## src/rtl/uart_pkg.sv

```systemverilog
// uart_pkg: definitions shared by the UART receiver and transmitter.
//   - frame state encoding (IDLE/START/DATA/PARITY/STOP naming)
//   - stop-bit mode constants carried on the stop_bits setting
//   - default fabric clock frequency
//   - parity helper used to form the expected parity bit of a byte
package uart_pkg;

    localparam int unsigned CLK_FREQ_DEFAULT = 32'd25000000;

    // Encoding of the 2-bit stop_bits setting; the value 3 behaves as STOP_1.
    localparam logic [1:0] STOP_1   = 2'd0;
    localparam logic [1:0] STOP_2   = 2'd1;
    localparam logic [1:0] STOP_1P5 = 2'd2;

    typedef enum logic [2:0] {
        IDLE   = 3'd0,
        START  = 3'd1,
        DATA   = 3'd2,
        PARITY = 3'd3,
        STOP1  = 3'd4,
        STOP2  = 3'd5,
        DONE   = 3'd6
    } uart_state_e;

    // Parity bit the line carries for a byte: even -> XOR of the bits,
    // odd -> XNOR of the bits.
    function automatic logic parity_bit(input logic [7:0] byte_v, input logic odd);
        logic p;
        p = ^byte_v;
        return odd ? ~p : p;
    endfunction

endpackage

```

## src/rtl/uart_sync.sv

```systemverilog
// uart_sync: two-flop synchroniser for an asynchronous level input.
// Both flops reset to 1 so an idle-high line never shows a spurious low.
//   clk   in  system clock
//   rst_n in  synchronous active-low reset
//   d     in  asynchronous input
//   q     out synchronised copy of d (2 cycles latency)
module uart_sync (
    input  logic clk,
    input  logic rst_n,
    input  logic d,
    output logic q
);

    logic meta_r;
    logic sync_r;

    // Two-stage capture of the asynchronous input.
    always_ff @(posedge clk) begin
        if (!rst_n) begin
            meta_r <= 1'b1;
            sync_r <= 1'b1;
        end else begin
            meta_r <= d;
            sync_r <= meta_r;
        end
    end

    assign q = sync_r;

endmodule

```

## src/rtl/uart_rx.sv

```systemverilog
// uart_rx: byte-wide UART receiver with runtime baud, parity and stop-bit
// settings. Each completed frame (errored or not) produces a one-cycle
// valid pulse with the received byte and its error flags.
//   clk         in  system clock
//   rst_n       in  synchronous active-low reset
//   rx          in  asynchronous serial line, idle high
//   baudrate    in  bits per second, latched at start detection
//   stop_bits   in  0:1 stop, 1:2 stop, 2:1.5 stop, 3:1 stop
//   parity_en   in  parity bit present after the data bits
//   parity_type in  0 even, 1 odd
//   data        out last received byte
//   valid       out one-cycle pulse per completed frame
//   parity_err  out parity mismatch on the flagged frame
//   frame_err   out a checked stop bit was sampled low
//   busy        out high from start detection until back in IDLE
module uart_rx
    import uart_pkg::*;
#(
    parameter int unsigned CLK_FREQ = CLK_FREQ_DEFAULT
) (
    input  logic        clk,
    input  logic        rst_n,
    input  logic        rx,
    input  logic [31:0] baudrate,
    input  logic [1:0]  stop_bits,
    input  logic        parity_en,
    input  logic        parity_type,
    output logic [7:0]  data,
    output logic        valid,
    output logic        parity_err,
    output logic        frame_err,
    output logic        busy
);

    localparam logic [31:0] CLK_FREQ_W = 32'(CLK_FREQ);

    uart_state_e state_r;
    uart_state_e state_next_s;

    logic        rx_s;
    logic        rx_prev_r;
    logic        start_edge_s;
    logic [31:0] period_s;
    logic        rate_ok_s;
    logic        baud_tick_s;

    logic [31:0] cnt_r;
    logic [31:0] baud_limit_r;
    logic [31:0] half_limit_r;
    logic [1:0]  stop_bits_r;
    logic        par_en_r;
    logic        par_type_r;
    logic [7:0]  shreg_r;
    logic [2:0]  bit_idx_r;
    logic        par_err_r;
    logic        frm_err_r;

    logic [7:0]  data_next_s;
    logic        valid_next_s;
    logic        parity_err_next_s;
    logic        frame_err_next_s;
    logic        busy_next_s;

    logic [7:0]  data_r;
    logic        valid_r;
    logic        parity_err_r;
    logic        frame_err_r;
    logic        busy_r;

    uart_sync u_sync (
        .clk   (clk),
        .rst_n (rst_n),
        .d     (rx),
        .q     (rx_s)
    );

    // Previous synchronised level, for falling-edge detection.
    always_ff @(posedge clk) begin
        if (!rst_n) begin
            rx_prev_r <= 1'b1;
        end else begin
            rx_prev_r <= rx_s;
        end
    end

    // A held-low line gives only one edge, so it cannot retrigger.
    assign start_edge_s = rx_prev_r & ~rx_s;

    // Live bit period from the current baud setting; only used at start detection.
    assign period_s  = (baudrate == 32'd0) ? 32'd0 : (CLK_FREQ_W / baudrate);
    assign rate_ok_s = (period_s >= 32'd4);

    assign baud_tick_s = (cnt_r == baud_limit_r);

    // State register.
    always_ff @(posedge clk) begin
        if (!rst_n) begin
            state_r <= IDLE;
        end else begin
            state_r <= state_next_s;
        end
    end

    // Next-state decode.
    always_comb begin
        state_next_s = state_r;
        case (state_r)
            IDLE: begin
                if (start_edge_s && rate_ok_s) begin
                    state_next_s = START;
                end else begin
                    state_next_s = IDLE;
                end
            end
            START: begin
                // A line back high at mid start bit is treated as a glitch.
                if (cnt_r == half_limit_r) begin
                    state_next_s = rx_s ? IDLE : DATA;
                end else begin
                    state_next_s = START;
                end
            end
            DATA: begin
                if (baud_tick_s && (bit_idx_r == 3'd7)) begin
                    state_next_s = par_en_r ? PARITY : STOP1;
                end else begin
                    state_next_s = DATA;
                end
            end
            PARITY: begin
                if (baud_tick_s) begin
                    state_next_s = STOP1;
                end else begin
                    state_next_s = PARITY;
                end
            end
            STOP1: begin
                if (baud_tick_s) begin
                    // The extra half bit of 1.5-stop mode is not sampled.
                    case (stop_bits_r)
                        STOP_2:           state_next_s = STOP2;
                        STOP_1, STOP_1P5: state_next_s = DONE;
                        default:          state_next_s = DONE;
                    endcase
                end else begin
                    state_next_s = STOP1;
                end
            end
            STOP2: begin
                if (baud_tick_s) begin
                    state_next_s = DONE;
                end else begin
                    state_next_s = STOP2;
                end
            end
            DONE:    state_next_s = IDLE;
            default: state_next_s = IDLE;
        endcase
    end

    // Bit timing counter, frame settings and shift/error datapath.
    always_ff @(posedge clk) begin
        if (!rst_n) begin
            cnt_r        <= 32'd0;
            baud_limit_r <= 32'd0;
            half_limit_r <= 32'd0;
            stop_bits_r  <= STOP_1;
            par_en_r     <= 1'b0;
            par_type_r   <= 1'b0;
            shreg_r      <= 8'd0;
            bit_idx_r    <= 3'd0;
            par_err_r    <= 1'b0;
            frm_err_r    <= 1'b0;
        end else begin
            case (state_r)
                IDLE: begin
                    cnt_r <= 32'd0;
                    if (start_edge_s && rate_ok_s) begin
                        baud_limit_r <= period_s - 32'd1;
                        half_limit_r <= (period_s >> 1) - 32'd1;
                        stop_bits_r  <= stop_bits;
                    end
                end
                START: begin
                    if (cnt_r == half_limit_r) begin
                        cnt_r      <= 32'd0;
                        bit_idx_r  <= 3'd0;
                        par_en_r   <= parity_en;
                        par_type_r <= parity_type;
                        par_err_r  <= 1'b0;
                        frm_err_r  <= 1'b0;
                    end else begin
                        cnt_r <= cnt_r + 32'd1;
                    end
                end
                DATA: begin
                    if (baud_tick_s) begin
                        cnt_r     <= 32'd0;
                        // LSB arrives first: shift in at the top, move right.
                        shreg_r   <= {rx_s, shreg_r[7:1]};
                        bit_idx_r <= bit_idx_r + 3'd1;
                    end else begin
                        cnt_r <= cnt_r + 32'd1;
                    end
                end
                PARITY: begin
                    if (baud_tick_s) begin
                        cnt_r     <= 32'd0;
                        par_err_r <= (rx_s != parity_bit(shreg_r, par_type_r));
                    end else begin
                        cnt_r <= cnt_r + 32'd1;
                    end
                end
                STOP1, STOP2: begin
                    if (baud_tick_s) begin
                        cnt_r <= 32'd0;
                        if (!rx_s) begin
                            frm_err_r <= 1'b1;
                        end
                    end else begin
                        cnt_r <= cnt_r + 32'd1;
                    end
                end
                DONE: begin
                    cnt_r <= 32'd0;
                end
                default: begin
                    cnt_r <= 32'd0;
                end
            endcase
        end
    end

    // Output decode: load frame results in DONE, otherwise hold.
    always_comb begin
        data_next_s       = data_r;
        valid_next_s      = 1'b0;
        parity_err_next_s = parity_err_r;
        frame_err_next_s  = frame_err_r;
        busy_next_s       = (state_next_s != IDLE);
        if (state_r == DONE) begin
            data_next_s       = shreg_r;
            valid_next_s      = 1'b1;
            parity_err_next_s = par_err_r & par_en_r;
            frame_err_next_s  = frm_err_r;
        end else begin
            valid_next_s = 1'b0;
        end
    end

    // Registered outputs.
    always_ff @(posedge clk) begin
        if (!rst_n) begin
            data_r       <= 8'd0;
            valid_r      <= 1'b0;
            parity_err_r <= 1'b0;
            frame_err_r  <= 1'b0;
            busy_r       <= 1'b0;
        end else begin
            data_r       <= data_next_s;
            valid_r      <= valid_next_s;
            parity_err_r <= parity_err_next_s;
            frame_err_r  <= frame_err_next_s;
            busy_r       <= busy_next_s;
        end
    end

    assign data       = data_r;
    assign valid      = valid_r;
    assign parity_err = parity_err_r;
    assign frame_err  = frame_err_r;
    assign busy       = busy_r;

endmodule

```

## config.mk

```make
export PLATFORM = sky130hd
export DESIGN_NAME = uart_rx
export DESIGN_NICKNAME = d
export VERILOG_FILES = /design/src/rtl/uart_pkg.sv /design/src/rtl/uart_sync.sv /design/src/rtl/uart_rx.sv
export SDC_FILE = /design/constraint.sdc
export NUM_CORES = 1
export LEC_CHECK = 0
export ABC_CLOCK_PERIOD_IN_PS = 215200
export CAP_MARGIN = 5
export CORE_MARGIN = 2
export CORE_UTILIZATION = 38
export CTS_CLUSTER_SIZE = 16
export DETAILED_ROUTE_END_ITERATION = 10
export GPL_TIMING_DRIVEN = 1
export PLACE_DENSITY = 0.53
export REMOVE_ABC_BUFFERS = 1
export SETUP_SLACK_MARGIN = 0.1
export SLEW_MARGIN = 5
export SYNTH_ARGS = -nofsm -noshare
export SYNTH_HDL_FRONTEND = slang
export SYNTH_SLANG_ARGS = --single-unit
export TNS_END_PERCENT = 100
```

## constraint.sdc

```tcl
create_clock -name clk -period 215.2 [get_ports clk]
set_clock_uncertainty 0.2 [all_clocks]
set_input_delay 53.8 -clock clk [delete_from_list [all_inputs] [get_ports clk]]
set_output_delay 53.8 -clock clk [all_outputs]
set_load 0.02 [all_outputs]
```

Word level (Yosys, flattened, before mapping)

Index checks and enable logic that the tools add are counted.

Mux-type cells: 25
Equal/unequal tests: 16
Reduce and logical (&&, ||, !) cells: 17
Bitwise logic cells: 4
Add/sub/neg operators: 4
Div/mod/pow operators: 1
Magnitude comparators: 1

Operator list:

| cell                     | number |
|---|---|
| $mux W32                 | 3 |
| $eq A32 B32 Y1           | 2 |
| $pmux W32 S2             | 1 |
| $add A32 B1 Y32 const B  | 1 |
| $div A25 B32 Y32 const A | 1 |
| $ge A32 B3 Y1 const B    | 1 |
| $logic_not A32 Y1        | 1 |
| $sub A31 B1 Y32 const B  | 1 |
| $sub A32 B1 Y32 const B  | 1 |
| $mux W3                  | 6 |
| $pmux W3 S6              | 1 |
| $eq A3 B3 Y1 const B     | 4 |
| $ne A2 B2 Y1 const B     | 5 |
| $mux W2                  | 4 |
| $reduce_xor A8 Y1        | 1 |
| $mux W1                  | 7 |
| $eq A3 B2 Y1 const B     | 2 |
| $pmux W3 S2              | 1 |
| $reduce_and A2 Y1        | 3 |
| $reduce_and A3 Y1        | 2 |
| $reduce_bool A2 Y1       | 3 |
| $pmux W1 S2              | 2 |
| $reduce_and A4 Y1        | 1 |
| $reduce_or A4 Y1         | 1 |
| other kinds (10)         | 13 |

Register bits after elaboration: 131

Logic depth before layout (Yosys ltp)

Gate-level depths: netlist of the first run.

Depth after elaboration: 7
Mapped depth: 338
Gate-level depth less buffers: 300

Cells and area by module

A second synthesis of the first run with hierarchy kept.

Cells, all modules: 5679
Area total of the unflattened synthesis: 39039.9 um2

Modules (own cells, without submodules):

| module    | area each (um2) | cells an instance | instances |
|---|---|---|---|
| uart_rx   | 38987.4         | 5675              | 1 |
| uart_sync | 52.6            | 4                 | 1 |

Worst setup path after synthesis of the first run

No wires, ideal clock.

Kind: input port to flip-flop
Start point: input port baudrate[31]
End point: register baud_limit_r[26]
Setup time: 0.122 ns
Path slack: 95.430 ns
Path buffers: 60
Arrival time: 119.448 ns
Stages on the path: 305
Required time: 214.878 ns
Cell sequence: clkbuf_1 nor4_4 nand4_4 or2_2 clkbuf_1 clkbuf_1 clkbuf_1 nor3_1 ha_1 or4_1 mux2i_1 a21oi_1 nor2_1 ha_1 nand2_1 o21a_1 nand2b_1 o31ai_1 [269 not listed] clkbuf_1 nand2_1 o211ai_1 o31ai_1 ha_1 nor2b_1 o21ai_0 a21oi_1 a221o_1 a221o_1 a211oi_1 nand2_1 a31oi_1 ha_1 o21ai_0 a2111oi_0 xor2_1 a21oi_1

Cells in the longest elaborated chain, start to end: 5

RTL lines:

| item                                                         | RTL line       | text |
|---|---|---|
| start: declaration                                           | uart_rx.sv:24  | `input logic [31:0] baudrate,` |
| $div A25 B32 Y32 / $logic_not A32 Y1 (equally long branches) | uart_rx.sv:90  | `assign period_s = (baudrate == 32'd0) ? 32'd0 : (CLK_FREQ_W / baudrate);` |
| $mux W32 (*)                                                 | uart_rx.sv:90  |  |
| $ge A32 B3 Y1                                                | uart_rx.sv:91  | `assign rate_ok_s = (period_s >= 32'd4);` |
| $logic_and A1 B1 Y1                                          | uart_rx.sv:178 | `if (start_edge_s && rate_ok_s) begin` |
| $reduce_and A2 Y1 (no source line)                           | n/a            |  |
| end signal: assignment                                       | uart_rx.sv:179 | `baud_limit_r <= period_s - 32'd1;` |
| end: declaration                                             | uart_rx.sv:48  | `logic [31:0] baud_limit_r;` |

Every way passes the cells marked *; elsewhere a longest branch is shown, timed or not.
A chain may end at the register's enable or synchronous reset.

Final worst setup path of the first run

Start point: input port baudrate[24]
End point: register baud_limit_r[26]

The elaborated chain is that of the path after synthesis.

==> results of run 1 <==
[cells in the mapped netlist (all sizes together) (33+ instances only)]
| library cell | instances |
|---|---|
| a211oi | 74 |
| a21o | 185 |
| a21oi | 516 |
| a31oi | 97 |
| and2 | 33 |
| and3 | 54 |
| buf | 78 |
| clkbuf | 133 |
| dfxtp | 131 |
| ha | 504 |
| inv | 183 |
| mux2 | 61 |
| mux2i | 42 |
| nand2 | 590 |
| nand2b | 83 |
| nand3 | 148 |
| nand4 | 70 |
| nor2 | 615 |
| nor2b | 63 |
| nor3 | 134 |
| nor4 | 38 |
| o211ai | 58 |
| o21a | 138 |
| o21ai | 382 |
| o21bai | 50 |
| o31ai | 49 |
| or2 | 33 |
| or3 | 57 |
| xnor2 | 319 |
| xor2 | 170 |
[per-stage QoR]
step / worst slack (ns) / cells / area (sq um) / utilization / hold WS [ns]
after floorplan: 87.32 / 5319 / 37200 / - / 0.186
after global placement: 84.11 / 6752 / 40100 / 0.402 / 0.211
after detailed placement: 82.57 / 6752 / 40100 / 0.402 / 0.196
after CTS: 82.67 / 6783 / 40700 / 0.408 / 0.222
after global routing: 75.85 / 6783 / 40700 / 0.408 / 0.233
final: 81.11 / 6783 / 40700 / 0.408 / 0.222
[cell usage in the layout (no fill, tap or decap), types with 57 or more instances in the layout]
cell	synthesis	final
xor2_1	170	170
o211ai_1	57	57
nor2b_1	62	62
a21o_1	185	185
nand2_1	587	587
nor2_1	610	605
a21oi_1	513	511
o21ai_0	348	348
dfxtp_1	131	131
ha_1	504	504
nand2b_1	82	82
inv_1	182	175
a211oi_1	69	68
mux2_2	60	60
xnor2_1	319	319
nand4_1	68	68
a31oi_1	92	91
nand3_1	147	147
o21a_1	138	138
nor3_1	133	131
buf_4	3	86
[how the worst max path moves through the flow]
| stage | from | to | slack (ns) |
|---|---|---|---|
| floorplan | baudrate[28] | baud_limit_r[26] | 87.32 |
| finish | baudrate[24] | baud_limit_r[26] | 81.11 |
| detailed placement | baudrate[24] | baud_limit_r[26] | 82.57 |
| global placement | baudrate[24] | baud_limit_r[26] | 84.11 |
| CTS | baudrate[24] | baud_limit_r[26] | 82.67 |
| global route | baudrate[24] | baud_limit_r[26] | 75.85 |
[area by class of cell]
cell class | count | share of cell area
Clock buffer | 20 | 0.0112
Tap cell | 1298 | 0.0399
Timing Repair Buffer | 135 | 0.0279
Clock inverter | 11 | 0.00307
Inverter | 183 | 0.0169
Sequential cell | 131 | 0.0644
Multi-Input combinational cell | 5005 | 0.837
[per-layer routing]
metal,track usage,part of all wire,up-vias,routed length [um]
li1,-,-,20400,-
met1,0.422,0.46,20100,73200
met2,0.480,0.44,1650,70000
met3,0.0294,0.072,251,11600
met4,0.0985,0.037,0,5900
met5,0,0,-,0
[registers in the layout (all words and copies together), names as in the netlist]
name and flops:
baud_limit_r 32, cnt_r 32, half_limit_r 32, data 8, shreg_r 8, bit_idx_r 3, state_r 3, stop_bits_r 2
busy 1, frame_err 1, frm_err_r 1, par_en_r 1, par_err_r 1, par_type_r 1, parity_err 1, rx_prev_r 1
u_sync.meta_r 1, u_sync.q 1, valid 1
[power groups by stage]
stage	Clock, mW	Combinational (mW)	Sequential (mW)
global placement	0	0.0410	0.0248
floorplan	0	0.0290	0.0248
CTS	0.0294	0.0410	0.0243
detailed placement	0	0.0407	0.0248
global route	0.0306	0.0456	0.0243
finish	0.0291	0.0419	0.0243
[cells by family after synthesis]
| group | synth area share |
|---|---|
| buf+inv | 0.0417 |
| mux | 0.0292 |
| simple gates | 0.246 |
| flops | 0.0688 |
| fa+ha+maj | 0.165 |
| compound gates | 0.336 |
| xor+xnor | 0.112 |
| other cells | 0.0000984 |
==> results.md, run 1 <==
- Outcome: finished clean
- Number of flops mapped to enable cells by yosys: 0
- # resized after CTS: 0
- Crit-path max FO: 33
- Share of cells above drive strength 1: 0.0645
- Max Cap Viol: 0
- Yosys Warn Count: 0
- Worst path buffer plus inverter count: 23
- Netlist cell types: 118
- Async SR Flop Fraction: 0
- Setup TNS: 0 ns
- Routability cong.: 0.990
- RR Startpoint: cnt_r[2]
- NetSw: 0.0377 mW
- Post-synth top area share: 0.165
- Drt wl/cell: 23.7 um
- I/O Pins: 51
- Initial Util: 0.382
- Gr ovfl total: 0
- Area delta synth->final: 6.81%
- Htree depth: 4
- Hold/Removal Path Class: flop to flop
- FP Rows: 116
- Post-Synthesis Cells: 5530
- Min-delay src: u_sync.meta_r
- CTS tree: built
- Yosys reg bits: 131
- Number of port buffers: 50
- WHS Path Cells: 1
- Int Power: 0.0577 mW
- CTS root buffer: clkbuf_16
- Die area: 103000 sq um
- Worst Max-Slew Pin Slew: 1.33 ns
- Hold buffers post-CTS: 0
- Initial antenna violation count: 1
- Die width: 321 um
- Pre-antenna DRT Iters: 5
- Startpoint types: input pin
- Reg power frac: 0.255
- Cell taking the most area after synthesis: ha_1
- Clock Pin Slew Worst Setup and Hold Paths: 0.06 ns
- First-pass GRT wire length: 242000 um
- CP top delay family: compound AO/OA/AOI/OAI gates
- Crit path time final: 134.09 ns
- Number of CTS-inserted buffers: 17
- # nets final: 6016
- Worst vdd ir: 0.00000508 V
- Relative slew margins: 0.0996
- Most frequent CP cell: ha_1
- Tcrit/Tclk final: 0.623
- Seq/Total Area, Yosys: 0.0688
- DRC viols: 0
- Vias: 42400
- Core footprint: 99700 sq um
- R2r setup slk: 211.39 ns
- Max clock buf depth: 2
- Syn Area/Cell: 6.89 sq um
- Final ANT Viol Nets: 0
- Pin count of the biggest net entering global routing: 60
- Number of diodes: 0
- Post-DP HPWL: 126000 um
- RSZ-0062 raised after global routing: no
- Slew Limit Fails: 0
- Power Dens Cells: 2.34 nW/um^2
- P_leak: 17.5 nW
- Final setup vio count: 0
- Clock power share: 0.306
- Synth top area cells: ha_1 (17%), xnor2_1 (7.3%), dfxtp_1 (6.9%)
- Fmax: 7.46 MHz
- Via/cell ratio: 6.25
- CP Depth: 275
- Worst Path Required: 215.29 ns
- Hold path endpoint: u_sync.q
- Final wirelength: 161000 um
- Worst R2R Path Depth: 8
- Worst path slowest cell: a2111oi_4
- Switch share: 0.395
- Die Y: 321 um
- R2R Path End: shreg_r[0]
- Final hold violations: 0
- Cell area after synthesis: 38100 sq um
- Multi-input gate area: 34100 sq um
- Total power: 0.0954 mW
- Vias in the first global route: 39500
- Worst path max stage delay: 1.08 ns
- Dominant synthesized flop cell: dfxtp_1
- Reg area: 2620 sq um
- Sink Count: 131
- Worst-Skew Late Latency: 0.42 ns
- 1st-iter DRT viols: 4039
- Crit end category: flop
- Critical path type: input pin to flop
- All-Layer GR Usage: 0.301
- Fill cells: 10600
- Post-CTS Setup Bufs: 0
- Worst Path Arrival: 134.18 ns
- Combinational power share: 0.439
(Power assumes the default switching activity.)
==> run 2: changes to the inputs <==
--- a/config.mk
+++ b/config.mk
@@ -5,7 +5,7 @@
 export SDC_FILE = /design/constraint.sdc
 export NUM_CORES = 1
 export LEC_CHECK = 0
-export ABC_CLOCK_PERIOD_IN_PS = 215200
+export ABC_CLOCK_PERIOD_IN_PS = 128900
 export CAP_MARGIN = 5
 export CORE_MARGIN = 2
 export CORE_UTILIZATION = 38
==> constraint.sdc (replaced) <==
create_clock -name clk -period 128.9 [get_ports clk]
set_clock_uncertainty 0.2 [all_clocks]
set_input_delay 32.225 -clock clk [delete_from_list [all_inputs] [get_ports clk]]
set_output_delay 32.225 -clock clk [all_outputs]
set_load 0.02 [all_outputs]
==> results.md, run 2 (synthesis gave the netlist of run 1 again) <==
- Outcome: finished clean
- Pin count of the biggest net entering global routing: 60 (unchanged)
- DRC viols: 0 (unchanged)
- Vias in the first global route: 39000 (-1.1%)
- Htree depth: 4 (unchanged)
- Worst path max stage delay: 1.05 ns (-0.03 ns)
- Critical path type: input pin to flop
- Relative slew margins: 0.138 (+0.0386)
- Crit end category: flop
- Final wirelength: 160000 um (-0.48%)
- Slew Limit Fails: 0 (unchanged)
- Max clock buf depth: 2 (unchanged)
- Switch share: 0.395 (about the same)
- Hold buffers post-CTS: 0 (unchanged)
- Drt wl/cell: 23.6 um (-0.55%)
- Total power: 0.158 mW (+66%)
- Worst Path Arrival: 111.77 ns (-22.41 ns)
- Post-CTS Setup Bufs: 0 (unchanged)
- Initial antenna violation count: 1 (unchanged)
- Reg area: 2620 sq um (unchanged)
- Int Power: 0.0957 mW (+66%)
- Routability cong.: 0.985 (-0.57%)
- Number of CTS-inserted buffers: 17 (unchanged)
- WHS: 0.226 ns (+0.00418 ns)
- Hold/Removal Path Class: flop to flop
- Clock power share: 0.302 (-0.004)
- # nets final: 6020 (+0.066%)
- Worst path slowest cell: a2111oi_4
- Final ANT Viol Nets: 0 (unchanged)
- # resized after CTS: 0 (unchanged)
- Sink Count: 131 (unchanged)
- NetSw: 0.0625 mW (+66%)
- Startpoint types: input pin
- Clock Pin Slew Worst Setup and Hold Paths: 0.06 ns (about the same)
- Number of port buffers: 50 (unchanged)
- Setup TNS: 0 ns (unchanged)
- Crit-path max FO: 35 (+6.1%)
- Initial Util: 0.382 (unchanged)
- Most frequent cells in the layout: nor2_1 (605), nand2_1 (587), a21oi_1 (511), ha_1 (504), o21ai_0 (348)
- Most common cell after layout, fill and taps aside: nor2_1
- FP Rows: 116 (unchanged)
- Gr ovfl total: 0 (unchanged)
- 1st-iter DRT viols: 4256 (+5.4%)
- I/O Pins: 51 (unchanged)
- Crit path time final: 111.69 ns
- Most frequent CP cell: ha_1
- Share of cells above drive strength 1: 0.0643 (-0.000229)
- Final setup vio count: 0 (unchanged)
- CP top delay family: compound AO/OA/AOI/OAI gates
- Worst Max-Slew Pin Slew: 1.29 ns (-0.0430 ns)
- Die Y: 321 um (unchanged)
- Reg power frac: 0.256 (about the same)
- Fmax: 8.95 MHz
- CTS tree: built
- Final hold violations: 0 (unchanged)
- Biggest regs: baud_limit_r: 32 flops, cnt_r: 32 flops, half_limit_r: 32 flops
- Post-DP HPWL: 125000 um (-0.66%)
- Worst-Skew Late Latency: 0.43 ns (about the same)
- First-pass GRT wire length: 241000 um (-0.35%)
- Max Cap Viol: 0 (unchanged)
- Worst Path Required: 128.98 ns (-86.31 ns)
- Worst vdd ir: 0.00000950 V (+87%)
- Tcrit/Tclk final: 0.866
- RSZ-0062 raised after global routing: no
- Area delta synth->final: 6.86% (about the same)
- Vias: 42400 (+0.16%)
- Combinational power share: 0.442 (+0.003)
- Die width: 321 um (unchanged)
- Worst path buffer plus inverter count: 19 (-17%)
- Core footprint: 99700 sq um (unchanged)
- CTS root buffer: clkbuf_16
- All-Layer GR Usage: 0.300 (-0.00127)
- Multi-input gate area: 34100 sq um (about the same)
- Fill cells: 10600 (+0.26%)
- Die area: 103000 sq um (unchanged)
- P_leak: 17.5 nW (about the same)
- Pre-antenna DRT Iters: 6 (+1)
- Power Dens Cells: 3.89 nW/um^2 (+66%)
- Via/cell ratio: 6.25 (about the same)
-- run 2: changes by cell type in the layout (fill, tap and decap cells not counted) --
| cell | change |
|---|---|
| o31ai_4 | +1 |
| buf_4 | +4 |
| a2111oi_1 | +1 |
| a2111oi_2 | -1 |
| diode_2 | +1 |
| clkbuf_8 | -1 |
| inv_6 | -2 |
| clkinv_2 | -1 |
| o31ai_2 | -1 |
| clkinv_4 | +1 |
| clkinvlp_4 | -1 |
| clkbuf_1 | +4 |
-- run 2: area by class of cell --
type	instances	area share
multi-input combinational	5005	0.836
sequential	131	0.0644
timing repair buffer	139	0.0286
antenna	1	0.0000615
inverter	183	0.0169
clock inverter	8	0.00255
tap	1298	0.0399
clock buffer	23	0.0112
-- run 2: layer usage --
metal,vias to the layer above,share of wire,routed length (um),GRT usage
met5,-,0,0,0
met4,0,0.042,6680,0.109
met3,285,0.074,11900,0.0299
met2,1771,0.43,68500,0.470
met1,20000,0.46,72900,0.423
li1,20400,-,-,-
-- run 2: power by group through the flow --
stage	logic (mW)	clock network, mW	registers, mW
final	0.0699	0.0478	0.0406
after global routing	0.0762	0.0505	0.0406
after CTS	0.0684	0.0484	0.0406
after detailed placement	0.0679	0	0.0415
after global placement	0.0683	0	0.0415
after floorplan	0.0484	0	0.0415
-- run 2: final timing paths --
kind,from,to,cells past startpoint,slack (ns)
worst max-delay path,baudrate[24],baud_limit_r[26],274,17.21
worst min-delay path,u_sync.meta_r,u_sync.q,1,0.23
worst max register to register,cnt_r[2],shreg_r[7],8,125.10
worst min register to register,u_sync.meta_r,u_sync.q,1,0.23
-- run 2: worst reg2reg max path, delay by kind of cell, from the launching register on --
kind | cells | cell delay [ns]
flip-flops | 1 | 0.48
XOR/XNOR | 1 | 0.21
multiplexers | 1 | 0.27
AND/OR/NAND/NOR | 6 | 2.48
-- run 2: through the flow --
step	std cells	setup WS, ns	utilization	instance area (sq um)
2_1_floorplan	5319	22.60	-	37200
3_3_place_gp	6755	19.18	0.403	40100
3_5_place_dp	6756	18.81	0.403	40200
4_1_cts	6787	18.96	0.408	40700
5_1_grt	6787	11.84	0.408	40700
6_report	6788	17.21	0.408	40700
